File: config.mk
export PLATFORM = sky130hd
export DESIGN_NAME = dmem_arbiter
export DESIGN_NICKNAME = d
export VERILOG_FILES = /design/src/rtl/dmem_arbiter.sv
export SDC_FILE = /design/constraint.sdc
export NUM_CORES = 1
export LEC_CHECK = 0
export BUFFER_PORTS_ARGS = -buffer_cell sky130_fd_sc_hd__buf_2
export CAP_MARGIN = 10
export CORE_AREA = 2 2 119 121
export DETAILED_ROUTE_END_ITERATION = 7
export DIE_AREA = 0 0 121 123
export HOLD_SLACK_MARGIN = 0.02
export MAX_ROUTING_LAYER = met4
export PLACE_DENSITY = 0.82
export SKIP_CTS_REPAIR_TIMING = 1
export SLEW_MARGIN = 30
export SYNTH_ARGS = -nofsm -noshare
export SYNTH_HDL_FRONTEND = slang
export SYNTH_SLANG_ARGS = --single-unit
File: constraint.sdc
create_clock -name Clk -period 10.55 [get_ports Clk]
set_input_delay 1.055 -clock Clk [delete_from_list [all_inputs] [get_ports Clk]]
set_output_delay 1.055 -clock Clk [all_outputs]
set_load 0.01 [all_outputs]
File: src/rtl/dmem_arbiter.sv
// dmem_arbiter: shares one data memory port between core and aux requesters with fixed-latency sequencing.
// Define DMEM_ARB_PERF_EN to add saturating stall_cycles / conflict_count counters.
module dmem_arbiter #(
  parameter int ADDR_W = 32,
  parameter int DATA_W = 32,
  parameter int MEM_LATENCY = 1
) (
  input  logic              Clk,
  input  logic              Reset,
  input  logic              core_req,
  input  logic              core_we,
  input  logic [ADDR_W-1:0] core_addr,
  input  logic [DATA_W-1:0] core_wdata,
  input  logic [1:0]        core_mode,
  output logic [DATA_W-1:0] core_rdata,
  output logic              core_ack,
  output logic              core_stall,
  input  logic              aux_req,
  input  logic              aux_we,
  input  logic [ADDR_W-1:0] aux_addr,
  input  logic [DATA_W-1:0] aux_wdata,
  input  logic [1:0]        aux_mode,
  output logic [DATA_W-1:0] aux_rdata,
  output logic              aux_ack,
  output logic              mem_en,
  output logic              mem_we,
  output logic [ADDR_W-1:0] mem_addr,
  output logic [DATA_W-1:0] mem_wdata,
  output logic [1:0]        mem_mode,
  input  logic [DATA_W-1:0] mem_rdata
`ifdef DMEM_ARB_PERF_EN
  ,
  output logic [31:0]       stall_cycles,
  output logic [15:0]       conflict_count
`endif
);
  typedef enum logic [1:0] {IDLE, BUSY, RESP} state_t;
  localparam logic [3:0] CNT_INIT = 4'(MEM_LATENCY - 1);
  state_t state, nxt;
  logic [3:0] cnt;
  logic last_aux, grant, sel_aux;
  always_comb begin
    grant = (state == IDLE) && (core_req || aux_req);
    // aux wins only when alone or when core was served last
    sel_aux = aux_req && (!core_req || !last_aux);
    nxt = (state == IDLE) ? (grant ? BUSY : IDLE) :
          (state == BUSY) ? ((cnt == 4'd0) ? RESP : BUSY) : IDLE;
  end
  assign core_stall = core_req & ~core_ack;
  always_ff @(posedge Clk or posedge Reset) begin
    if (Reset) begin
      state      <= IDLE;
      cnt        <= '0;
      last_aux   <= 1'b1;
      mem_en     <= 1'b0;
      mem_we     <= 1'b0;
      mem_addr   <= '0;
      mem_wdata  <= '0;
      mem_mode   <= '0;
      core_ack   <= 1'b0;
      aux_ack    <= 1'b0;
      core_rdata <= '0;
      aux_rdata  <= '0;
    end else begin
      state    <= nxt;
      core_ack <= 1'b0;
      aux_ack  <= 1'b0;
      if (grant) begin
        mem_en    <= 1'b1;
        mem_we    <= sel_aux ? aux_we : core_we;
        mem_addr  <= sel_aux ? aux_addr : core_addr;
        mem_wdata <= sel_aux ? aux_wdata : core_wdata;
        mem_mode  <= sel_aux ? aux_mode : core_mode;
        cnt       <= CNT_INIT;
        last_aux  <= sel_aux;
      end else if (state == BUSY) begin
        if (cnt != 4'd0) begin
          cnt <= cnt - 4'd1;
        end else begin
          mem_en <= 1'b0;
          mem_we <= 1'b0;
          if (last_aux) begin
            aux_ack   <= 1'b1;
            aux_rdata <= mem_we ? '0 : mem_rdata;
          end else begin
            core_ack   <= 1'b1;
            core_rdata <= mem_we ? '0 : mem_rdata;
          end
        end
      end
    end
  end
`ifdef DMEM_ARB_PERF_EN
  always_ff @(posedge Clk or posedge Reset) begin
    if (Reset) begin
      stall_cycles   <= '0;
      conflict_count <= '0;
    end else begin
      if (core_stall && !(&stall_cycles)) stall_cycles <= stall_cycles + 32'd1;
      if (state == IDLE && core_req && aux_req && !(&conflict_count)) conflict_count <= conflict_count + 16'd1;
    end
  end
`endif
endmodule
-- Yosys cells after proc, flatten, opt, wreduce, memory -nomap -nowiden
Cells that the tools add are included.
- add/subtract/negate cells: 1
- equal/unequal tests: 2
- muxes and demuxes: 24
- bitwise operators: 5
- reductions and logical operators: 15
- operators by type and width (operator ; number):
    32-bit two-way mux ; 3
    1-bit two-way mux ; 14
    4-bit two-way mux ; 3
    2-bit two-way mux ; 4
    4-bit AND reduction ; 2
    4-bit logical NOT ; 1
    1-bit inverter ; 4
    2-bit AND reduction ; 2
    2-bit nonzero test ; 2
    4-bit nonzero test ; 1
    4-bit by 1-bit subtractor with 4-bit output, second input constant ; 1
    2-bit by 1-bit == test with 1-bit output, second input constant ; 1
    1-bit logical AND ; 2
    1-bit logical NOT ; 2
    2-bit logical NOT ; 1
    1-bit logical OR ; 2
    2-bit != test, second input constant ; 1
    1-bit bitwise AND ; 1
- register bits: 141
- input bits: 170

-- Longest topological paths before layout
- word-level depth: 5
- gate-level depth with buffers: 7

-- Worst setup path after synthesis
OpenSTA, ideal clock, no wires.
- kind: input -> register
- from: in aux_req
- to: reg mem_wdata[19]
- arrival: 2367 ps
- setup slack: 8058 ps
- stages on the path: 5
- buffers on the path: 2
- path through: a21boi_1 > buf_2 > buf_2 > mux2_2 > mux2_2
- word-level cells in the longest chain between the ends: 2
- ends and longest elaborated chain (element ; line ; RTL):
    from (decl) ; 18 ; input logic aux_req,
    1-bit logical AND / 1-bit logical OR (equally long branches) ; 45, 43 ;
    32-bit two-way mux / 1-bit logical AND (equally long branches) ; 72, 43 ;
    to (signal assigned) ; 72 ; mem_wdata <= sel_aux ? aux_wdata : core_wdata;
    to (decl) ; 28 ; output logic [DATA_W-1:0] mem_wdata,
Parallel ways exist; a longest one is shown, timed or not.
A chain may end at the register's enable or synchronous reset.

-- Worst setup path in the final report
- from: in core_req
- to: out core_stall
- word-level cells in the longest chain between the ends: 1
- ends and longest elaborated chain (element ; line ; RTL):
    from (decl) ; 10 ; input logic core_req,
    1-bit bitwise AND ; 49 ; assign core_stall = core_req & ~core_ack;
    to (decl) ; 17 ; output logic core_stall,
No other way between the ends.

==> flow_summary.ini <==
[yosys]
ys_types = 28
yosysSeqAreaShare_pct = 55.84
synth_top_area_share_pct = 55.42
synth_area_leader_cell = dfrtp_1
ys_ff_latch = 141
synth-main-ff-cell = dfrtp_1
synth_edf_count = 0
synth_top_family_by_area = multiplexers
yosys-top-cells-area = dfrtp_1, mux2_2, nor2b_1, buf_2, buf_6
synth_compound_area_share_pct = 1.128
syn-num-nets = 601
synth.most_common_cell = mux2_2
syn_avg_cell_area_um2 = 14.70
ys_async_sr_fraction_pct = 100.0
netlist_area_um2 = 6321
synthCells = 430
synthAdderAreaFrac_pct = 0.1979
synthMuxAreaShare_pct = 35.57
yosys.area_share.simple_pct = 4.711
synth_xor_area_share_pct = 0
ys_warn_count = 0
netlist_top_cells_count = mux2_2, dfrtp_1, nor2b_1, buf_2, clkbuf_1

[status]
status = finished clean

[place]
dp.cells = 894
placed_cell_area_um2 = 7984
dp_hpwl_um = 11530
gp_congestion = 0.8960
dp_slack_ns = 7.698
numPortBuffers = 304

[floorplanning]
top_level_ports = 305
dieArea_um2 = 14880
coreArea_um2 = 13610
die_y_um = 123
start_util_pct = 46.44
rows = 43
fp.dieW_um = 121

[setup_path]
cp-start-kind = primary input
arrival_ns = 1.55
end_kind = output pin
cpMaxStageDelayCell = nor2b_1
slowest_delay_ns = 0.18
cp_max_fo = 3
cpMostUsedCell = buf_2
critical_path_required_ns = 9.50
path_class = primary input to output pin
path_cells = buf_2 > nor2b_1 > buf_2

[finish]
stdcell_area_um2 = 8594
layout-drive-gt1-share_pct = 72.79
insertedDiodeCount = 0
area_growth_pct = 35.97
final_nets = 904
post-route-util_pct = 63.14
fillCellCount = 1065
layout.cells.non_filler = 926

[clock_network]
cts_made_buffers = 17
cts_root_buffer = clkbuf_16
clock_latency_ns = 0.41
h-tree-depth = 4
clock_path_buffers = 2
cts_tree = done
cts.clk_slew.worst_paths_ns = 0.06
cts.sinks = 141

[power_and_ir_drop]
clkPwrFrac_pct = 23.4
comb_power_share_pct = 40.4
vdd_drop_max_uv = 170.8
seqPwrFrac_pct = 36.2
cellLeakagePower_nw = 4.249
intPower_mw = 1.697
powerDensity_nw_per_um2 = 301.2
p_switching_mw = 0.8917
sw_frac_of_total_pct = 34.44

[sta]
fmax_mhz = 384.6
slew_violations = 0
min_period_ns = 2.600
post-route-period-util_pct = 24.65
finClkSkew_ns = 0.01029
tns_ns = 0
setup_slack_ns = 7.950
hold_viol = 0
maxSlewHeadroom_pct = 43.54
setup_viol = 0
rsz0062_at_grt = false
tightest_slew_ns = 0.8468

[route]
avgRoutedWirePerCell_um = 16.93
drtIter0Drc = 186
drt-total-wl_um = 15680
via_per_inst = 5.032
drc = 0
drt-pass1-iter-count = 4
vias = 4660
postRouteAntennaNets = 0

[global_route]
grt_pass1_vias = 4833
antenna_found_initial = 0
gr-total-overflow = 0
grt_max_degree = 77
grtUsageTotal_pct = 21.46
grt_pass1_wl_um = 23990

[worst_hold_path]
hold_class = register to register

[job]
drv_cap = 0
==> path summary, 6_finish.rpt <==
path / startpoint / to / slack, ns / cells past startpoint
setup / recovery: core_req / core_stall / 7.95 / 3
hold / removal: cnt[3] / cnt[3] / 0.50 / 1
setup reg to reg: cnt[0] / core_rdata[13] / 8.21 / 6
hold reg to reg: cnt[3] / cnt[3] / 0.50 / 1
max in group asynchronous: Reset / mem_wdata[13] / 8.73 / 3
min in group asynchronous: Reset / core_rdata[18] / 0.71 / 2
==> power by group through the flow <==
stage	registers (mW)	logic [mW]	clock network (mW)
global route	0.969	1.12	0.643
detailed placement	0.945	1.05	0
finish	0.937	1.05	0.606
global placement	0.928	1.01	0
CTS	0.938	1.06	0.618
floorplan	1.05	0.549	0
==> state kept, by name (all words and copies together) (netlist names), 2 cells and up <==
| signal | count |
|---|---|
| core_rdata | 32 |
| cnt | 4 |
| state | 2 |
| mem_addr | 32 |
| aux_rdata | 32 |
| mem_wdata | 32 |
| mem_mode | 2 |
==> cells in the final DEF, fill, tap and decap left out, drive strengths merged <==
master,n
nor3b,1
nor3,2
or2,1
or3b,1
nand3,3
bufinv,2
mux2i,3
nand2b,1
inv,10
dfrtp,140
a21boi,1
clkinvlp,4
clkinv,2
mux2,197
a21oi,2
a311oi,1
clkbuf,17
o21ai,6
o32ai,1
and3,1
nor2,3
dfstp,1
o22ai,1
ha,1
nor2b,34
buf,310
==> logic make-up after synthesis <==
group	Yosys count
multiplexers	200
AND/OR/NAND/NOR	47
AO/OA/AOI/OAI	12
flip-flops	141
buffers and inverters	29
adder cells (fa/ha/maj)	1
==> worst max-delay path: cells and delay by family <==
| kind | cells | cell delay (ns) |
|---|---|---|
| buf+inv | 2 | 0.31 |
| simple gates | 1 | 0.18 |
==> routing by layer <==
metal,wire [um],track usage [%]
met5,0,-
met4,531,10.10
met3,882,4.889
met2,8125,36.20
met1,6139,24.34
==> stage by stage <==
stage,hold WS (ns),total power [mW]
2_1_floorplan,0.4552,1.598
3_3_place_gp,0.4668,1.939
3_5_place_dp,0.4895,2.000
4_1_cts,0.5029,2.614
5_1_grt,0.5120,2.735
6_report,0.4958,2.589
==> cell type report <==
| type | count | area (um^2) | area share [%] |
|---|---|---|---|
| clock inverter | 15 | 181.4 | 2.111 |
| clock buffer | 17 | 425.4 | 4.950 |
| timing repair buffer | 310 | 1570 | 18.27 |
| multi-input combinational | 260 | 2646 | 30.79 |
| tap | 180 | 225.2 | 2.620 |
| inverter | 3 | 16.27 | 0.1893 |
| sequential | 141 | 3530 | 41.07 |
Power figures use the tool's default switching activity.
